### config.mk
export PLATFORM = sky130hd
export DESIGN_NAME = dk_sfx_sequencer
export DESIGN_NICKNAME = d
export VERILOG_FILES = /design/src/rtl/dk_sfx_sequencer.sv
export SDC_FILE = /design/constraint.sdc
export NUM_CORES = 1
export LEC_CHECK = 0
export BUFFER_PORTS_ARGS = -buffer_cell sky130_fd_sc_hd__buf_2
export CORE_MARGIN = 2
export CORE_UTILIZATION = 50
export CTS_BUF_LIST = sky130_fd_sc_hd__clkbuf_4 sky130_fd_sc_hd__clkbuf_8 sky130_fd_sc_hd__clkbuf_16
export DETAILED_ROUTE_END_ITERATION = 10
export MAX_ROUTING_LAYER = met4
export PLACE_DENSITY = 0.67
export SLEW_MARGIN = 0
export SYNTH_ARGS = -nofsm -noshare
export SYNTH_HDL_FRONTEND = slang
export SYNTH_SLANG_ARGS = --single-unit
### constraint.sdc
create_clock -name clk -period 4.8 [get_ports clk]
set_input_delay 0.72 -clock clk [delete_from_list [all_inputs] [get_ports clk]]
set_output_delay 0.72 -clock clk [all_outputs]
set_load 0.005 [all_outputs]
### src/rtl/dk_sfx_sequencer.sv
// One-shot trigger scheduler for the discrete sound-effect enables, with a forced off-gap and a voice limit.
// Build option: define DK_SFX_PREEMPT_EN to let a request evict a lower-priority voice when the pool is full.
module dk_sfx_sequencer #(
    parameter int CLOCK_RATE   = 1000000,
    parameter int SAMPLE_RATE  = 48000,
    parameter int NUM_CH       = 4,
    parameter int HOLD_SAMPLES = 4800,
    parameter int GAP_SAMPLES  = 96,
    parameter int MAX_ACTIVE   = 2,
    localparam int CH_W        = $clog2(NUM_CH),
    localparam int CNT_W       = $clog2(NUM_CH + 1)
) (
    input  logic              clk,
    input  logic              reset_n,
    input  logic              audio_clk_en,
    input  logic              trig_valid,
    output logic              trig_ready,
    input  logic [CH_W-1:0]   trig_ch,
    input  logic [15:0]       trig_len,
    output logic [NUM_CH-1:0] en,
    output logic              trig_drop,
    output logic [CNT_W-1:0]  active_count
);

    if (NUM_CH < 2 || NUM_CH > 8) begin : g_bad_num_ch
        $error("dk_sfx_sequencer: NUM_CH must be 2..8");
    end
    if (MAX_ACTIVE < 1 || MAX_ACTIVE > NUM_CH) begin : g_bad_max_active
        $error("dk_sfx_sequencer: MAX_ACTIVE must be 1..NUM_CH");
    end
    if (GAP_SAMPLES < 1 || GAP_SAMPLES > 65535 || HOLD_SAMPLES < 1 || HOLD_SAMPLES > 65535) begin : g_bad_len
        $error("dk_sfx_sequencer: GAP_SAMPLES and HOLD_SAMPLES must be 1..65535");
    end
    if (SAMPLE_RATE < 1 || CLOCK_RATE < SAMPLE_RATE) begin : g_bad_rate
        $error("dk_sfx_sequencer: sample ticks cannot outpace the system clock");
    end

    typedef enum logic [1:0] {
        S_IDLE = 2'd0,
        S_ON   = 2'd1,
        S_GAP  = 2'd2
    } ch_state_e;

    localparam logic [15:0] HOLD_LEN = 16'(HOLD_SAMPLES);
    localparam logic [15:0] GAP_LEN  = 16'(GAP_SAMPLES);

    ch_state_e         state_q [NUM_CH];
    ch_state_e         state_d [NUM_CH];
    logic [15:0]       cnt_q   [NUM_CH];
    logic [15:0]       cnt_d   [NUM_CH];
    logic              pend_q  [NUM_CH];
    logic              pend_d  [NUM_CH];
    logic [15:0]       plen_q  [NUM_CH];
    logic [15:0]       plen_d  [NUM_CH];
    logic [NUM_CH-1:0] en_q;
    logic [NUM_CH-1:0] en_d;
    logic              drop_q;
    logic              drop_d;

    logic              accept;
    logic              ch_valid;
    logic [15:0]       req_len;
    logic [NUM_CH-1:0] reserved;
    logic [CNT_W-1:0]  res_count;
    logic              slot_free;
    ch_state_e         sel_state;
    logic              sel_pend;
    logic              need_slot;
    logic              grant;

    // Requests are refused outright in tick cycles so timer updates and accepts never collide.
    assign trig_ready = reset_n & ~audio_clk_en;
    assign accept     = trig_valid & trig_ready;
    assign req_len    = (trig_len == 16'd0) ? HOLD_LEN : trig_len;
    assign ch_valid   = (int'(trig_ch) < NUM_CH);

    always_comb begin
        reserved  = '0;
        res_count = '0;
        for (int i = 0; i < NUM_CH; i++) begin
            reserved[i] = (state_q[i] == S_ON) || ((state_q[i] == S_GAP) && pend_q[i]);
            res_count   = res_count + CNT_W'(reserved[i]);
        end
    end

    assign slot_free    = (int'(res_count) < MAX_ACTIVE);
    assign active_count = res_count;

    always_comb begin
        sel_state = S_IDLE;
        sel_pend  = 1'b0;
        for (int i = 0; i < NUM_CH; i++) begin
            if (trig_ch == CH_W'(i)) begin
                sel_state = state_q[i];
                sel_pend  = pend_q[i];
            end
        end
    end

    // A channel already holding a voice (ON, or GAP with a queued retrigger) keeps it without a new slot.
    assign need_slot = (sel_state == S_IDLE) || ((sel_state == S_GAP) && !sel_pend);

`ifdef DK_SFX_PREEMPT_EN
    logic            victim_found;
    logic [CH_W-1:0] victim_ch;

    always_comb begin
        victim_found = 1'b0;
        victim_ch    = '0;
        for (int i = 0; i < NUM_CH; i++) begin
            if (reserved[i] && (i > int'(trig_ch))) begin
                victim_found = 1'b1;
                victim_ch    = CH_W'(i);
            end
        end
    end
`endif

    always_comb begin
        state_d = state_q;
        cnt_d   = cnt_q;
        pend_d  = pend_q;
        plen_d  = plen_q;
        drop_d  = 1'b0;
        grant   = 1'b0;
        en_d    = '0;

        if (audio_clk_en) begin
            for (int i = 0; i < NUM_CH; i++) begin
                if (state_q[i] != S_IDLE) begin
                    if (cnt_q[i] == 16'd1) begin
                        if (state_q[i] == S_ON) begin
                            state_d[i] = S_GAP;
                            cnt_d[i]   = GAP_LEN;
                        end else if (pend_q[i]) begin
                            state_d[i] = S_ON;
                            cnt_d[i]   = plen_q[i];
                            pend_d[i]  = 1'b0;
                        end else begin
                            state_d[i] = S_IDLE;
                            cnt_d[i]   = 16'd0;
                        end
                    end else begin
                        cnt_d[i] = cnt_q[i] - 16'd1;
                    end
                end
            end
        end else if (accept) begin
            if (!ch_valid) begin
                drop_d = 1'b1;
            end else if (!need_slot || slot_free) begin
                grant = 1'b1;
            end
`ifdef DK_SFX_PREEMPT_EN
            else if (victim_found) begin
                for (int i = 0; i < NUM_CH; i++) begin
                    if (victim_ch == CH_W'(i)) begin
                        state_d[i] = S_GAP;
                        cnt_d[i]   = GAP_LEN;
                        pend_d[i]  = 1'b0;
                    end
                end
                grant = 1'b1;
            end
`endif
            else begin
                drop_d = 1'b1;
            end

            if (grant) begin
                for (int i = 0; i < NUM_CH; i++) begin
                    if (trig_ch == CH_W'(i)) begin
                        case (state_q[i])
                            S_IDLE: begin
                                state_d[i] = S_ON;
                                cnt_d[i]   = req_len;
                            end
                            S_ON: begin
                                state_d[i] = S_GAP;
                                cnt_d[i]   = GAP_LEN;
                                pend_d[i]  = 1'b1;
                                plen_d[i]  = req_len;
                            end
                            default: begin
                                pend_d[i] = 1'b1;
                                plen_d[i] = req_len;
                            end
                        endcase
                    end
                end
            end
        end

        for (int i = 0; i < NUM_CH; i++) begin
            en_d[i] = (state_d[i] == S_ON);
        end
    end

    // Enables come straight from flops so the analogue side never sees decode glitches.
    always_ff @(posedge clk or negedge reset_n) begin
        if (!reset_n) begin
            for (int i = 0; i < NUM_CH; i++) begin
                state_q[i] <= S_IDLE;
                cnt_q[i]   <= 16'd0;
                pend_q[i]  <= 1'b0;
                plen_q[i]  <= 16'd0;
            end
            en_q   <= '0;
            drop_q <= 1'b0;
        end else begin
            state_q <= state_d;
            cnt_q   <= cnt_d;
            pend_q  <= pend_d;
            plen_q  <= plen_d;
            en_q    <= en_d;
            drop_q  <= drop_d;
        end
    end

    assign en        = en_q;
    assign trig_drop = drop_q;

endmodule

# Yosys cells after proc, flatten, opt, wreduce, memory -nomap -nowiden
# Index checks and enable logic that the tools add are counted.
[classes]
order_cmp = 1
n_mux = 92
n_eq_ne = 36
addsub = 7
n_reduce_logical = 46
bitwise = 7
[ops]
columns = ["op", "n"]
rows = [
  ["16-bit two-way mux", 21],
  ["64-bit two-way mux", 3],
  ["16-bit one-hot mux with 2 select lines", 4],
  ["16-bit by 1-bit equality test with 1-bit output (second input constant)", 4],
  ["16-bit by 1-bit subtractor with 16-bit output (second input constant)", 4],
  ["2-bit two-way mux", 20],
  ["5-bit AND reduction", 8],
  ["1-bit two-way mux", 34],
  ["7-bit AND reduction", 4],
  ["8-bit two-way mux", 3],
  ["2-bit nonzero test", 10],
  ["2-bit by 1-bit equality test with 1-bit output (second input constant)", 9],
  ["16-bit logical NOT", 1],
  ["2-bit by 1-bit != test with 1-bit output (second input constant)", 8],
  ["2-bit != test (second input constant)", 8],
  ["2-bit one-hot mux with 2 select lines", 4],
  ["2-bit equality test (second input constant)", 7],
  ["2-bit logical NOT", 6],
  ["4-bit two-way mux", 3],
  ["3-bit nonzero test", 4],
  ["1-bit logical OR", 6],
  ["1-bit logical AND", 5],
  ["1-bit NOT", 5],
  ["2-bit by 1-bit adder with 3-bit output", 1],
  ["other kinds (5)", 7],
]
[word_totals]
out_inout_bits = 9
inputBits = 22
regBits = 145
elab_cells = 207

# Logic depth before layout (Yosys ltp)
# Gate-level depths: netlist of the first run.
[depth]
word_depth = 17
mapped_depth = 16
mapped_depth_nobuf = 14

# Worst setup path after synthesis of the first run
# No wires, ideal clock.
[synth_timing]
path_kind = "register to register"
startpoint = "register state_q[1] (netlist bit)"
endpoint = "register cnt_q[31] (netlist bit)"
arrival_ns = 3.291
n_path_buf = 3
setup_time_ns = 0.142
period_less_slack_ns = 3.433
path_slack_ns = 1.367
path_stages_with_launch = 16
required_time_ns = 4.658
cell_sequence = "dfrtp_1 -> inv_1 -> ha_1 -> clkbuf_1 -> a21o_1 -> fa_1 -> ha_1 -> inv_1 -> ha_1 -> inv_1 -> o21ai_0 -> or3_1 -> clkbuf_1 -> o21ai_2 -> clkbuf_1 -> o221ai_1"
[synth_between]
elab_chain_cells = 11
word_cells_on_any_way = 18
classes_between = "add/sub (1); order compare (1); eq/ne (3); mux (4); reduce/logical (9)"
[synth_lines]
columns = ["item", "line", "source"]
rows = [
  ["start, declared", "47", "ch_state_e state_q [NUM_CH];"],
  ["start signal, assigned", "211", "state_q <= state_d;"],
  ["2-bit equality test / 2-bit two-way mux (equally long branches)", "81, 93", ""],
  ["1-bit logical AND / 2-bit equality test (equally long branches)", "81, 101", ""],
  ["1-bit logical OR / 1-bit logical AND (equally long branches)", "81, 101", ""],
  ["3-bit by 1-bit adder with 3-bit output / 1-bit logical OR (equally long branches)", "82, 101", ""],
  ["3-bit by 2-bit less-than comparator with 1-bit output / 1-bit logical NOT (equally long branches)", "86, 151", ""],
  ["1-bit logical OR (*)", "151", "end else if (!need_slot || slot_free) begin"],
  ["1-bit two-way mux (*)", "151", ""],
  ["1-bit two-way mux (*)", "148", "end else if (accept) begin"],
  ["1-bit two-way mux (*)", "128", "if (audio_clk_en) begin"],
  ["2-bit nonzero test (no line) (*)", "--", ""],
  ["5-bit AND reduction (no line) (*)", "--", ""],
  ["end signal, assigned", "212", "cnt_q <= cnt_d;"],
  ["end, declared", "49", "logic [15:0] cnt_q [NUM_CH];"],
]
# Mark *: on every way between the ends. The rest lies on a longest branch, timed or not. The select of a mux whose other input is x is not followed.
# A chain may end at the register's enable or synchronous reset.

# Final worst setup path of the first run
[layout_timing]
startpoint = "register state_q[1] (netlist bit)"
endpoint = "register cnt_q[10] (netlist bit)"
[layout_between]
elab_chain_cells = 11
word_cells_on_any_way = 30
classes_between = "add/sub (1); order compare (1); eq/ne (4); mux (12); reduce/logical (12)"
[layout_lines]
columns = ["item", "line"]
rows = [
  ["2-bit equality test / 2-bit two-way mux (equally long branches)", "81, 93"],
  ["1-bit logical AND / 2-bit equality test (equally long branches)", "81, 101"],
  ["1-bit logical OR / 1-bit logical AND (equally long branches)", "81, 101"],
  ["3-bit by 1-bit adder with 3-bit output / 1-bit logical OR (equally long branches)", "82, 101"],
  ["3-bit by 2-bit less-than comparator with 1-bit output / 1-bit logical NOT (equally long branches)", "86, 151"],
  ["1-bit logical OR", "151"],
  ["1-bit two-way mux", "151"],
  ["1-bit two-way mux", "148"],
  ["1-bit two-way mux", "128"],
  ["2-bit nonzero test (no line)", "--"],
  ["5-bit AND reduction (no line)", "--"],
]
# Parallel ways exist; a longest one is shown, timed or not. The select of a mux whose other input is x is not followed.

==> results of run 1 <==
==> final cells by class <==
class | instances | area share
antenna | 1 | 0.0002649
tap | 220 | 0.02914
timing repair buffer | 45 | 0.02848
multi-input combinational | 723 | 0.4787
clock buffer | 21 | 0.05021
clock inverter | 9 | 0.01908
inverter | 25 | 0.009935
sequential | 145 | 0.3842
==> state kept, by name, summed over array words and instances (netlist names) <==
name,flops
cnt_q,64
en,4
pend_q,4
plen_q,64
state_q,8
trig_drop,1
==> layer usage <==
metal,vias to the layer above,part of all wire,global-route usage
li1,3497,-,-
met1,3562,0.47,0.3986
met2,204,0.45,0.4152
met3,42,0.052,0.05215
met4,0,0.028,0.1000
met5,-,0,-
==> worst min-delay path by stage <==
stage	start	endpoint	slack (ps)	depth (start not counted)
detailed placement	plen_q[19]	plen_q[19]	460	2
global route	reset_n	cnt_q[19]	160	1
finish	reset_n	cnt_q[19]	150	1
floorplan	reset_n	cnt_q[0]	420	0
global placement	plen_q[24]	plen_q[24]	460	2
CTS	reset_n	cnt_q[19]	150	1
==> cell usage in the layout (no fill, tap or decap), types with 6 or more instances in the layout <==
cell         n
a31oi_1     16
xor2_1      11
o21a_1       8
ha_1        24
dfrtp_1    145
o211ai_1     8
a21o_1       8
nor3_1      30
a211oi_1    16
nor2b_1     12
buf_2       29
nor3b_1      6
nand3_1     17
inv_1       24
o22ai_1      8
nor2_1      80
a22oi_1      7
xnor2_1     12
buf_4       15
o21ai_0     63
o221ai_1     8
or4_1        8
or3_1       10
clkbuf_16   17
nand2b_1     8
nor4_1      23
a221oi_1    13
o21ai_1      7
nand4_1      7
o31ai_1      9
a21oi_1     83
mux2_2      41
nand2_1    115
==> power by group through the flow <==
stage / clock [mW] / sequential [mW] / combinational, mW
after floorplan: 0 / 2.14 / 1.49
after global placement: 0 / 2.29 / 1.87
after detailed placement: 0 / 2.29 / 1.92
after CTS: 1.50 / 2.28 / 1.93
after global routing: 1.55 / 2.38 / 2.19
final: 1.49 / 2.30 / 1.94
==> critical path, cell delays in order (launching register included) <==
cell      delay [ps]
dfrtp_1          400
inv_1             90
ha_1             340
a21o_1           250
fa_1             540
ha_1             170
inv_1             50
ha_1             230
inv_1             80
o21ai_0          100
or3_1            440
o21ai_2          660
buf_4            300
nand2_1           70
o211ai_1         100
==> through the flow <==
| step | std cells | instance area, µm² | setup WS [ps] | power, mW | hold WS, ps |
|---|---|---|---|---|---|
| after detailed placement | 1158 | 8788 | 933.2 | 4.204 | 465.0 |
| final | 1189 | 9445 | 906.3 | 5.735 | 148.0 |
| after global placement | 1158 | 8788 | 1011 | 4.159 | 459.1 |
| after CTS | 1188 | 9443 | 947.5 | 5.719 | 151.0 |
| after global routing | 1189 | 9445 | 635.1 | 6.125 | 162.1 |
| after floorplan | 953 | 8489 | 1367 | 3.629 | 424.4 |
==> logic make-up (layout without fill, tap and decap cells) <==
group | count (synthesis) | count (layout) | synth area share
simple gates | 346 | 346 | 0.2012
compound gates | 283 | 283 | 0.2097
flops | 145 | 145 | 0.4274
buf+inv | 85 | 100 | 0.03994
mux | 46 | 46 | 0.06028
fa+ha+maj | 25 | 25 | 0.03773
xor+xnor | 23 | 23 | 0.02373
other cells | 0 | 1 | 0
==> results.json, run 1 <==
{
  "cts_tree": "built",
  "drtAntennaViolNets": 0,
  "async_flop_share": 1.000,
  "nFillCells": 1515,
  "die_h_um": 134.3,
  "rsz0062_at_grt": "false",
  "pwr-share-seq": 0.401,
  "min_period_ps": 3894,
  "synth-edff-count": 0,
  "die_x_um": 134.3,
  "cts_setup_buffers": 0,
  "grt_max_degree": 71,
  "slew_headroom": 0.2559,
  "leakagePower_nw": 3.976,
  "syn_area_um2": 8489,
  "r2r_slack_ps": 910,
  "status": "finished, final reports clean",
  "drv_cap": 0,
  "r2r_cells": 14,
  "synth.avg_cell_area_um2": 8.908,
  "cts_root_buf": "clkbuf_16",
  "cp-startpoint": "state_q[1]",
  "synth_top_area_share": 0.4274,
  "io-pin-count": 31,
  "syn_nets": 1000,
  "clock_power_share": 0.260,
  "antenna_found_initial": 1,
  "worstHoldPathType": "in -> async",
  "hold_viol_final": 0,
  "register_area_um2": 3628,
  "synth-seq-cells": 145,
  "intPower_mw": 3.571,
  "critPathArrivalTime_ps": 4230,
  "swShare": 0.3773,
  "fmaxAchievable_mhz": 256.8,
  "syn_inst": 953,
  "grt_overflow": 0,
  "cp.required_ps": 5140,
  "cp-end-kind": "flip-flop",
  "peakVddDrop_mv": 0.3155,
  "place.gp.congestion": 0.9194,
  "nets": 1004,
  "area_delta_synth_final_pct": 11.26,
  "crit_fanout": 18,
  "yosysMostFrequentCell": "dfrtp_1",
  "cts_hold_buf": 0,
  "ys_types": 71,
  "maxSlewViolCount": 0,
  "port_buffers": 30,
  "die_area_um2": 18040,
  "worst-setup-path-type": "reg -> reg",
  "tightestPinTransition_ps": 1114,
  "drc_errors": 0,
  "grt_pass1_wl_mm": 38.68,
  "synth.area.top_cells": "dfrtp_1 43%, mux2_2 5.4%, nand2_1 5.1%",
  "ys_seq_area_frac": 0.4274,
  "fin_util": 0.5696,
  "grt_pass1_vias": 7119,
  "p_sw_mw": 2.164,
  "dpl.hpwl_mm": 15.93,
  "core_area_um2": 16580,
  "clk_path_buf_depth": 2,
  "finalSetupTns_ps": 0,
  "reg2reg_to": "cnt_q[10]",
  "cp-endpoint": "cnt_q[10]",
  "synth_top_area_cell": "dfrtp_1",
  "clock_skew_ps": 10.50,
  "cts_buffers": 17,
  "synthFlopType": "dfrtp_1",
  "track_usage": 0.2843,
  "finalCritPeriodShare": 0.8112,
  "synth.yosys.warnings": 0,
  "numClockSinks": 145,
  "rows": 47,
  "multiInputGateArea_um2": 4522,
  "p_comb_frac": 0.339,
  "layout-drive-gt1-share": 0.1374,
  "r2r-start": "state_q[1]",
  "cts_max_level": 4,
  "viasPerCell": 6.144,
  "start_util": 0.5119,
  "drt-total-wl_mm": 23.75,
  "num_vias": 7305,
  "p_per_area_nw_per_um2": 607.1,
  "clk_pin_slew_ps": 60,
  "cts_resized": 0,
  "setup_violations": 0,
  "cp-start-kind": "flip-flop",
  "synthTopCellsByCount": "145 x dfrtp_1, 115 x nand2_1, 83 x a21oi_1, 80 x nor2_1, 63 x o21ai_0",
  "clkLatencyLatePin_ps": 430,
  "wl_per_cell_um": 19.97,
  "drt_iter0_drc": 789,
  "first_pass_iters": 5
}
Note: power is estimated with default switching activity, not from simulation.
==> run 2: changes to the inputs <==
clock period = 3.62 ns   (was 4.8 ns; I/O delays follow)
==> run 2 against run 1 <==
Utilization is 0.61 points higher. Critical endpoint is now cnt_q[51]. Critical path depth down 1. Final cell count is 2.4% higher. Highest routed layer unchanged. Non-clock buffer count is 26 higher. Largest power group unchanged.
==> results.json, run 2 (synthesis results as in run 1) <==
{
  "n_antenna_cell": 0,
  "fmaxAchievable_mhz": 302.1,
  "hold_path.startpoint": "trig_len[4]",
  "clk_path_buf_depth": 2,
  "p_sw_mw": 2.927,
  "hold_end": "plen_q[20]",
  "layout_common_cells": "145 x dfrtp_1, 115 x nand2_1, 83 x a21oi_1, 79 x nor2_1, 63 x o21ai_0",
  "final_common_cell": "dfrtp_1",
  "cts_root_buf": "clkbuf_16",
  "viasPerCell": 6.274,
  "status": "finished, final reports clean",
  "hold_viol_final": 0,
  "stdcell_area_um2": 9547,
  "r2r_cells": 13,
  "setup_violations": 0,
  "wl_met3_mm": 1.248,
  "dp_cells": 1182,
  "fin_util": 0.5757,
  "cts_max_level": 4,
  "r2r_slack_ps": 310,
  "top_layer_used": "met4",
  "die_area_um2": 18040,
  "tightestPinTransition_ps": 917.2,
  "power_mw": 7.348,
  "peakVddDrop_mv": 0.4971,
  "place.gp.congestion": 0.9212,
  "die_x_um": 134.3,
  "numClockSinks": 145,
  "cp-end-kind": "flip-flop",
  "clock_skew_ps": 9.093,
  "grt_overflow": 0,
  "io-pin-count": 31,
  "hold_depth": 3,
  "rows": 47,
  "nets": 1031,
  "biggestRegsByFlops": "cnt_q (64), plen_q (64), state_q (8)",
  "instances_no_fill": 1217,
  "die_h_um": 134.3,
  "clkLatencyLatePin_ps": 430,
  "nFillCells": 1529,
  "grt_pass1_vias": 7238,
  "swShare": 0.3983,
  "drv_cap": 0,
  "hold_slack_ps": 431.3,
  "worstHoldPathType": "in -> reg",
  "worst-setup-path-type": "reg -> reg",
  "p_per_area_nw_per_um2": 769.7,
  "pwr-share-seq": 0.416,
  "clock_power_share": 0.218,
  "wl_met1_mm": 11.10,
  "cp.required_ps": 3940,
  "drt_iter0_drc": 679,
  "finalCritPeriodShare": 0.9144,
  "first_pass_iters": 5,
  "intPower_mw": 4.422,
  "crit_fanout": 11,
  "fin_ws_ps": 309.9,
  "grt_max_degree": 72,
  "min_period_ps": 3310,
  "num_vias": 7635,
  "wl_per_cell_um": 20.35,
  "clk_pin_slew_ps": 60,
  "area_delta_synth_final_pct": 12.45,
  "r2r-start": "state_q[5]",
  "slew_headroom": 0.3885,
  "cp-start-kind": "flip-flop",
  "leakagePower_nw": 4.058,
  "drt-total-wl_mm": 24.77,
  "reg2reg_to": "cnt_q[51]",
  "multiInputGateArea_um2": 4546,
  "cts_buffers": 17,
  "start_util": 0.5119,
  "port_buffers": 30,
  "grt_pass1_wl_mm": 39.50,
  "wl_met2_mm": 11.44,
  "finalSetupTns_ps": 0,
  "place_ws_ps": 89.06,
  "dpl.hpwl_mm": 16.59,
  "register_area_um2": 3628,
  "core_area_um2": 16580,
  "drc_errors": 0,
  "critPathArrivalTime_ps": 3630,
  "track_usage": 0.2913,
  "drtAntennaViolNets": 0,
  "maxSlewViolCount": 0,
  "dpl-instance-area_um2": 8969,
  "layout-drive-gt1-share": 0.1635,
  "antenna_found_initial": 0,
  "rsz0062_at_grt": "false",
  "cts_tree": "built",
  "p_comb_frac": 0.366
}
run 2: cell types whose count changed in the layout (fill, tap and decap cells not counted), moves of 2 or more:
cell	change
bufinv_16	-5
clkinv_4	+3
clkinv_2	+5
clkbuf_8	-2
buf_4	+25
run 2: final cells by class:
| class | instances | area share |
|---|---|---|
| multi-input cells | 724 | 0.4761 |
| flip-flops and latches | 145 | 0.3801 |
| repair buffers | 71 | 0.04889 |
| clock buffers | 19 | 0.04679 |
| well taps | 220 | 0.02883 |
| inverters | 25 | 0.009830 |
| clock inverters | 13 | 0.009436 |
run 2: per-layer routing:
layer  up-vias  global-route usage
met4         0              0.1269
li1       3555                   -
met3        64             0.04837
met1      3744              0.3847
met5         -                   -
met2       272              0.4447
run 2: critical path: stages, from the launching register on:
cell	delay, ps
dfrtp_1	400
inv_1	80
ha_1	240
inv_1	130
nand2_1	100
fa_1	460
ha_1	210
inv_1	60
ha_1	210
o211ai_1	210
o21ai_1	500
buf_4	270
o221ai_1	180
o21a_1	160
run 2: worst max path at each step:
stage                           from         to  slack (ps)
after floorplan           state_q[1]  cnt_q[31]         190
after global placement    state_q[0]  cnt_q[13]         220
after detailed placement  state_q[5]  cnt_q[15]          90
after CTS                 state_q[5]  cnt_q[15]          80
after global routing      state_q[5]      en[2]          30
final                     state_q[5]  cnt_q[51]         310
run 2: power groups by stage:
| stage | logic, mW | clock network (mW) | registers, mW |
|---|---|---|---|
| 2_1_floorplan | 1.98 | 0 | 2.83 |
| 3_3_place_gp | 2.57 | 0 | 3.03 |
| 3_5_place_dp | 2.62 | 0 | 3.04 |
| 4_1_cts | 2.65 | 1.63 | 3.03 |
| 5_1_grt | 2.99 | 1.70 | 3.16 |
| 6_report | 2.69 | 1.60 | 3.05 |
run 2: repair_timing:
item                                    4_1_cts  5_1_grt
hold endpoints to repair                      5        0
endpoints found under the setup margin        0       29
hold buffers                                  1        0
resized for setup                             0        3
buffers inserted                              0        1
